## config.mk

```make
export PLATFORM = sky130hd
export DESIGN_NAME = mem_access_unit
export DESIGN_NICKNAME = d
export VERILOG_FILES = /design/src/rtl/mem_access_pkg.sv /design/src/rtl/mem_access_unit_load_extend.sv /design/src/rtl/mem_access_unit.sv
export SDC_FILE = /design/constraint.sdc
export NUM_CORES = 1
export LEC_CHECK = 0
export BUFFER_PORTS_ARGS = -buffer_cell sky130_fd_sc_hd__buf_2
export CORE_MARGIN = 10
export CORE_UTILIZATION = 40
export DETAILED_ROUTE_END_ITERATION = 8
export PLACE_DENSITY = 0.71
export SLEW_MARGIN = 20
export SYNTH_ARGS = -nofsm -noshare
export SYNTH_HDL_FRONTEND = slang
export SYNTH_SLANG_ARGS = --single-unit
```

## constraint.sdc

```tcl
create_clock -name clk -period 8.2 [get_ports clk]
set_input_delay 0.82 -clock clk [delete_from_list [all_inputs] [get_ports clk]]
set_output_delay 0.82 -clock clk [all_outputs]
set_load 0.005 [all_outputs]
```

## src/rtl/mem_access_pkg.sv

```systemverilog
// Shared types and defaults for the CPU data-memory access unit.
package mem_access_pkg;

  typedef enum logic [1:0] {
    SIZE_BYTE = 2'b00,
    SIZE_HALF = 2'b01,
    SIZE_WORD = 2'b10,
    SIZE_RSVD = 2'b11
  } size_e;

  typedef enum logic [1:0] {
    ST_IDLE   = 2'b00,
    ST_ACCESS = 2'b01,
    ST_WRITE  = 2'b10,
    ST_RESP   = 2'b11
  } state_e;

  localparam int unsigned MAX_ADDR_DEFAULT = 60;

endpackage

```

## src/rtl/mem_access_unit_load_extend.sv

```systemverilog
// Load extraction: selects the leading byte/halfword of a big-endian word and extends it.
import mem_access_pkg::*;

module load_extend (
  input  logic [31:0] word,
  input  size_e       size,
  input  logic        sign,
  output logic [31:0] data
);

  always_comb begin
    data = '0;
    unique case (size)
      SIZE_BYTE: data = {{24{sign & word[31]}}, word[31:24]};
      SIZE_HALF: data = {{16{sign & word[31]}}, word[31:16]};
      SIZE_WORD: data = word;
      default:   data = '0;
    endcase
  end

endmodule

```

## src/rtl/mem_access_unit.sv

```systemverilog
// Load/store unit between a CPU request port and a combinational big-endian data memory.
// Optional alignment faulting is enabled with macro MEM_ACCESS_ALIGN_CHECK_EN.
import mem_access_pkg::*;

module mem_access_unit #(
  parameter int unsigned ADDR_W   = 6,
  parameter int unsigned MAX_ADDR = MAX_ADDR_DEFAULT
) (
  input  logic              clk,
  input  logic              rst,
  input  logic              req_valid,
  output logic              req_ready,
  input  logic              req_write,
  input  logic [1:0]        req_size,
  input  logic              req_signed,
  input  logic [ADDR_W-1:0] req_addr,
  input  logic [31:0]       req_wdata,
  output logic              rsp_valid,
  input  logic              rsp_ready,
  output logic [31:0]       rsp_rdata,
  output logic              rsp_fault,
  output logic              mem_wen,
  output logic [ADDR_W-1:0] mem_addr,
  output logic [31:0]       mem_wdata,
  input  logic [31:0]       mem_rdata
);

  localparam logic [ADDR_W-1:0] MAX_A = ADDR_W'(MAX_ADDR);

  state_e            state_q, state_d;
  logic              init_q;
  logic              write_q, write_d;
  size_e             size_q, size_d;
  logic              signed_q, signed_d;
  logic [ADDR_W-1:0] addr_q, addr_d;
  logic [31:0]       wdata_q, wdata_d;
  logic [31:0]       rdata_q, rdata_d;
  logic [31:0]       merge_q, merge_d;
  logic              fault_q, fault_d;

  logic [31:0]       load_data;
  logic              misaligned;
  logic              bad_req;

  load_extend u_load_extend (
    .word (mem_rdata),
    .size (size_q),
    .sign (signed_q),
    .data (load_data)
  );

  always_comb begin
    misaligned = 1'b0;
`ifdef MEM_ACCESS_ALIGN_CHECK_EN
    misaligned = (req_size == SIZE_HALF && req_addr[0]) ||
                 (req_size == SIZE_WORD && req_addr[1:0] != 2'b00);
`endif
    bad_req = (req_size == SIZE_RSVD) || (req_addr > MAX_A) || misaligned;
  end

  // init_q keeps req_ready low until the first clock edge after reset release
  assign req_ready = init_q && (state_q == ST_IDLE);
  assign rsp_valid = (state_q == ST_RESP);
  assign rsp_rdata = rdata_q;
  assign rsp_fault = fault_q;

  always_comb begin
    mem_wen   = 1'b0;
    mem_addr  = '0;
    mem_wdata = '0;
    if (state_q == ST_ACCESS) begin
      mem_addr = addr_q;
      if (write_q && size_q == SIZE_WORD) begin
        mem_wen   = 1'b1;
        mem_wdata = wdata_q;
      end
    end else if (state_q == ST_WRITE) begin
      mem_addr  = addr_q;
      mem_wen   = 1'b1;
      mem_wdata = merge_q;
    end
  end

  always_comb begin
    state_d  = state_q;
    write_d  = write_q;
    size_d   = size_q;
    signed_d = signed_q;
    addr_d   = addr_q;
    wdata_d  = wdata_q;
    rdata_d  = rdata_q;
    merge_d  = merge_q;
    fault_d  = fault_q;
    unique case (state_q)
      ST_IDLE: begin
        if (req_valid && req_ready) begin
          write_d  = req_write;
          size_d   = size_e'(req_size);
          signed_d = req_signed;
          addr_d   = req_addr;
          wdata_d  = req_wdata;
          rdata_d  = '0;
          merge_d  = '0;
          fault_d  = bad_req;
          state_d  = bad_req ? ST_RESP : ST_ACCESS;
        end
      end
      ST_ACCESS: begin
        if (!write_q) begin
          rdata_d = load_data;
          state_d = ST_RESP;
        end else if (size_q == SIZE_WORD) begin
          state_d = ST_RESP;
        end else begin
          // sub-word store: splice new data over the leading bytes of the read word
          merge_d = (size_q == SIZE_BYTE) ? {wdata_q[7:0], mem_rdata[23:0]}
                                          : {wdata_q[15:0], mem_rdata[15:0]};
          state_d = ST_WRITE;
        end
      end
      ST_WRITE: state_d = ST_RESP;
      ST_RESP:  if (rsp_ready) state_d = ST_IDLE;
      default:  state_d = ST_IDLE;
    endcase
  end

  always_ff @(posedge clk or posedge rst) begin
    if (rst) begin
      state_q  <= ST_IDLE;
      init_q   <= 1'b0;
      write_q  <= 1'b0;
      size_q   <= SIZE_BYTE;
      signed_q <= 1'b0;
      addr_q   <= '0;
      wdata_q  <= '0;
      rdata_q  <= '0;
      merge_q  <= '0;
      fault_q  <= 1'b0;
    end else begin
      state_q  <= state_d;
      init_q   <= 1'b1;
      write_q  <= write_d;
      size_q   <= size_d;
      signed_q <= signed_d;
      addr_q   <= addr_d;
      wdata_q  <= wdata_d;
      rdata_q  <= rdata_d;
      merge_q  <= merge_d;
      fault_q  <= fault_d;
    end
  end

endmodule

```

# Yosys cells after proc, flatten, opt, wreduce, memory -nomap -nowiden
# Index checks and enable logic that the tools add are counted.
[op_classes]
n_lt_le_gt_ge = 1
n_mux = 22
n_bitwise = 1
n_eq_ne = 11
reduce_logical = 11
[op_table]
columns = ["op", "count"]
rows = [
  ["32-bit 2-to-1 mux", 8],
  ["32-bit one-hot mux with 2 select lines", 2],
  ["32-bit one-hot mux with 3 select lines", 1],
  ["6-bit 2-to-1 mux", 2],
  ["2-bit equality test (second input constant)", 4],
  ["2-bit one-hot mux with 4 select lines", 1],
  ["6-bit > comparator (second input constant)", 1],
  ["2-bit 2-to-1 mux", 3],
  ["2-bit != test (second input constant)", 3],
  ["1-bit 2-to-1 mux", 5],
  ["2-bit by 1-bit equality test with 1-bit output (second input constant)", 2],
  ["2-bit zero test", 2],
  ["2-bit by 1-bit != test with 1-bit output (second input constant)", 2],
  ["2-bit AND reduction", 2],
  ["4-bit AND reduction", 1],
  ["1-bit logical AND", 3],
  ["3-bit AND reduction", 1],
  ["2-bit nonzero test", 1],
  ["1-bit AND", 1],
  ["1-bit logical OR", 1],
]
[totals]
out_inout_bits = 74
regBits = 110
in_bits = 78

# Depth between registers and ports, before layout
[depth]
depth_word = 5
ltp_mapped = 9
ltp_nobuf = 6

# Hierarchy
# From an unflattened synthesis, not the netlist that was laid out.
[hier_totals]
cells_unflattened = 540
area_unflattened_um2 = 5674.2
[by_module_without_submodules]
columns = ["module", "area_per_inst_um2", "n_inst", "cells_each", "seq_area_each_um2"]
rows = [
  ["mem_access_unit", 5131.2, 1, 467, 2752.6],
  ["load_extend", 543.0, 1, 73, 0.0],
]

# Least setup slack after synthesis
# No wires, ideal clock.
[synth_timing]
path_type = "register to output"
from = "register state_q[1]"
to = "output mem_wdata[10]"
path_buffers = 2
path_stages_with_launch = 7
arrival_ns = 1.440
setup_slack_ns = 5.940
required_ns = 7.380
path_cell_list = "dfrtp_1 > inv_1 > ha_1 > nor2b_1 > buf_1 > clkbuf_1 > a22o_1"
[synth_between]
elab_chain_len = 3
word_cells_on_any_way = 4
cone_classes = "eq/ne (2); mux (2)"
[synth_lines]
columns = ["element", "line_no", "text"]
rows = [
  ["from (decl)", "mem_access_unit.sv:30", "state_e state_q, state_d;"],
  ["from (signal assigned)", "mem_access_unit.sv:140", "state_q <= state_d;"],
  ["2-bit equality test", "mem_access_unit.sv:77", "end else if (state_q == ST_WRITE) begin"],
  ["32-bit 2-to-1 mux", "mem_access_unit.sv:77", ""],
  ["32-bit 2-to-1 mux *", "mem_access_unit.sv:71", "if (state_q == ST_ACCESS) begin"],
  ["to (decl)", "mem_access_unit.sv:24", "output logic [31:0] mem_wdata,"],
]
# Every way passes the cells marked *; elsewhere a longest branch is shown, timed or not.

# Worst setup path after layout
[layout_timing]
from = "register size_q[1]"
to = "output mem_wdata[13]"
[layout_between]
elab_chain_len = 4
[layout_lines]
columns = ["element", "line_no", "text"]
rows = [
  ["from (decl)", "mem_access_unit.sv:33", "size_e size_q, size_d;"],
  ["from (signal assigned)", "mem_access_unit.sv:143", "size_q <= size_d;"],
  ["2-bit equality test", "mem_access_unit.sv:73", "if (write_q && size_q == SIZE_WORD) begin"],
  ["1-bit logical AND", "mem_access_unit.sv:73", ""],
  ["32-bit 2-to-1 mux", "mem_access_unit.sv:73", ""],
  ["32-bit 2-to-1 mux", "mem_access_unit.sv:71", ""],
]
# No other way between the ends.

==> flow_metrics.tcl <==
set metrics [dict create \
    p_per_area_nw_per_um2 367 \
    hold_slack_ps 458 \
    dp_hpwl_mm 12.2 \
    synth.yosys.seq_area_share_pct 49.7 \
    synth.avg_cell_area_um2 10.8 \
    finalNonFillerCells 824 \
    startpoint "size_q[1]" \
    relSlewSlack_pct 29.6 \
    leakage_nw 3.35 \
    drt_drc_violations_left 0 \
    fmax_mhz 237 \
    boundaryPins 152 \
    synth_ff_type "dfrtp_1" \
    internal_power_mw 1.45 \
    tns_ps 0 \
    hold_viol_final 0 \
    start_util_pct 41.4 \
    p_total_mw 2.45 \
    synth_cells 514 \
    overflow 0 \
    dr.pass1.iters 4 \
    hp-class "in2async" \
    cts_root_buf "clkbuf_16" \
    p_sw_share_pct 40.8 \
    seqPwrFrac_pct 37.8 \
    cp-endpoint "mem_wdata[13]" \
    syn2layout_area_growth_pct 20.5 \
    grt_pass1_wl_mm 25.3 \
    clk_path_buf_depth 2 \
    rsz0062_at_grt "false" \
    fin_crit_ps 4230 \
    antenna_found_initial 1 \
    viasPerCell 5.25 \
    yosysWarnings 0 \
    worst-path-buf-inv 2 \
    nFillCells 1237 \
    die_x_um 138 \
    r2r-end "merge_q[26]" \
    syn_nets 597 \
    cp-start-kind "flop" \
    syn-cell-area_um2 5540 \
    clock_power_share_pct 18.5 \
    ys_types 38 \
    cts_hold_buf 0 \
    drt-initial-drc-count 297 \
    reg2reg_slack_ps 5620 \
    synth_edf_count 0 \
    setup_slack_ps 3970 \
    required_ps 7380 \
    insertion_delay_ps 360 \
    core.rowCount 42 \
    drive_above_1_share_pct 38.0 \
    htreeDepth 3 \
    cp_cell_sequence "nor2b_2 > and3_1 > buf_4 > a22o_1 > buf_2" \
    ir_drop_v 0.000204 \
    dp_cells 807 \
    drv_cap 0 \
    cp_slowest_cell "dfrtp_1" \
    path_max_fanout 32 \
    crit_type "reg2out" \
    num_vias 4330 \
    ant_nets 0 \
    drt-total-wl_mm 16.2 \
    pre_cts_ws_ps 4350 \
    setup_viol 0 \
    slowest_delay_ps 1040 \
    die_area_um2 19000 \
    nets 725 \
    outcome "finished, final reports clean" \
    r2r_cells 7 \
    grt_max_degree 80 \
    tritoncts "yes" \
    die_h_um 138 \
    path_depth 5 \
    io_buffers 151 \
    r2r_start "state_q[0]" \
    finalMaxSlewViolations 0 \
    synthArstFlopShare_pct 100 \
    grt_pass1_vias 4466 \
    synth-seq-cells 110 \
    gp_congestion 0.819 \
    combPwrFrac_pct 43.7 \
    postCtsSetupRepairBufs 0 \
    cts.sinks 110 \
    cts_resized 0 \
    core_um2 13400 \
    critical-path-top-delay-family "simple AND/OR/NAND/NOR gates" \
    routedWlPerCell_um 19.7 \
    grt_usage_pct 17.1 \
    period_share_pct 51.6 \
    worst_pin_slew_ps 1060 \
    clkTransAtPathRegs_ps 70 \
    p_sw_mw 1.00 \
    numCtsBuffers 9 \
    arrival_ps 3410 \
    worstSetupEndpointType "output pin" \
    finClkSkew_ps 11.6 \
]
## synthesized netlist by cell type (2+ instances only)
library cell / count / share of area [%]
nor2_1: 5 / 0.34
nand2b_1: 2 / 0.23
ha_1: 5 / 1.1
mux2i_1: 24 / 4.3
a21oi_1: 35 / 3.2
buf_2: 18 / 1.6
inv_1: 28 / 1.9
o31ai_1: 2 / 0.27
mux2_1: 16 / 3.3
nor2_2: 2 / 0.23
buf_4: 2 / 0.27
clkbuf_1: 15 / 1.0
buf_6: 5 / 1.0
mux2_2: 43 / 8.7
a22o_1: 43 / 6.8
a211oi_1: 7 / 0.95
nand2_1: 88 / 6.0
o31ai_2: 18 / 4.1
o21ai_0: 18 / 1.6
nor2b_1: 11 / 1.2
dfrtp_1: 110 / 50
## cell usage in the layout, fill, tap and decap left out, types with 2 or more instances in the layout
| cell | instances |
|---|---|
| nor2b_2 | 2 |
| o31ai_2 | 18 |
| nor2_1 | 5 |
| clkbuf_16 | 9 |
| inv_8 | 2 |
| buf_4 | 7 |
| o31ai_1 | 2 |
| ha_1 | 4 |
| mux2i_1 | 24 |
| inv_1 | 27 |
| nor2_2 | 2 |
| o21ai_0 | 18 |
| nor2b_1 | 9 |
| buf_2 | 151 |
| mux2_2 | 43 |
| a211oi_1 | 7 |
| nand2_1 | 87 |
| mux2_1 | 16 |
| dfrtp_1 | 110 |
| a21oi_1 | 35 |
| a22o_1 | 43 |
| clkinv_2 | 2 |
| nand2b_1 | 2 |
## cells by family (layout without fill, tap and decap cells)
kind of cell,Yosys count,count (layout),synth area share (%)
adder cells (fa/ha/maj),5,5,1.13
other,1,2,0.0677
multiplexers,83,83,16.3
buffers and inverters,69,202,5.89
AO/OA/AOI/OAI,131,131,18.1
AND/OR/NAND/NOR,115,115,8.83
flip-flops,110,110,49.7
## state kept, by name (all words and copies together), names as in the netlist
name / flops
merge_q: 32
rsp_rdata: 32
wdata_q: 32
addr_q: 6
size_q: 2
state_q: 2
init_q: 1
rsp_fault: 1
signed_q: 1
write_q: 1
## final cells by class
class                      count  area [µm²]  share of cell area (%)
clock buffer                   9         225                    3.37
inverter                      28         108                    1.61
clock inverter                 7        80.1                    1.20
antenna                        1        2.50                  0.0375
sequential                   110        2750                    41.2
timing repair buffer         158         808                    12.1
tap                          176         220                    3.30
multi-input combinational    335        2480                    37.1
## metal layers
metal	global-route usage, %	wire [µm]	vias to the layer above
li1	-	-	2047
met1	23.3	7390	2109
met2	26.0	7060	162
met3	5.21	1630	12
met4	4.35	150	0
met5	0	0	-
## how the worst min path moves through the flow
| stage | end | from | cells past startpoint |
|---|---|---|---|
| 2_1_floorplan | merge_q[16] | merge_q[16] | 1 |
| 3_3_place_gp | rsp_rdata[29] | rsp_rdata[29] | 2 |
| 3_5_place_dp | rsp_rdata[19] | rsp_rdata[19] | 2 |
| 4_1_cts | addr_q[0] | rst | 2 |
| 5_1_grt | addr_q[0] | rst | 2 |
| 6_report | addr_q[1] | rst | 2 |
## per-stage QoR
stage               cell area (µm²)  utilization (%)
global route                   6670             49.8
global placement               6360             47.5
CTS                            6670             49.7
detailed placement             6360             47.5
finish                         6680             49.8
floorplan                      5540                -
## power by group through the flow
stage | Combinational (mW) | Clock [mW] | Sequential [mW]
final | 1.07 | 0.453 | 0.927
after global routing | 1.20 | 0.484 | 0.958
after CTS | 1.08 | 0.464 | 0.928
after detailed placement | 1.08 | 0 | 0.939
after global placement | 1.05 | 0 | 0.935
after floorplan | 0.854 | 0 | 0.859
(Power assumes the default switching activity.)
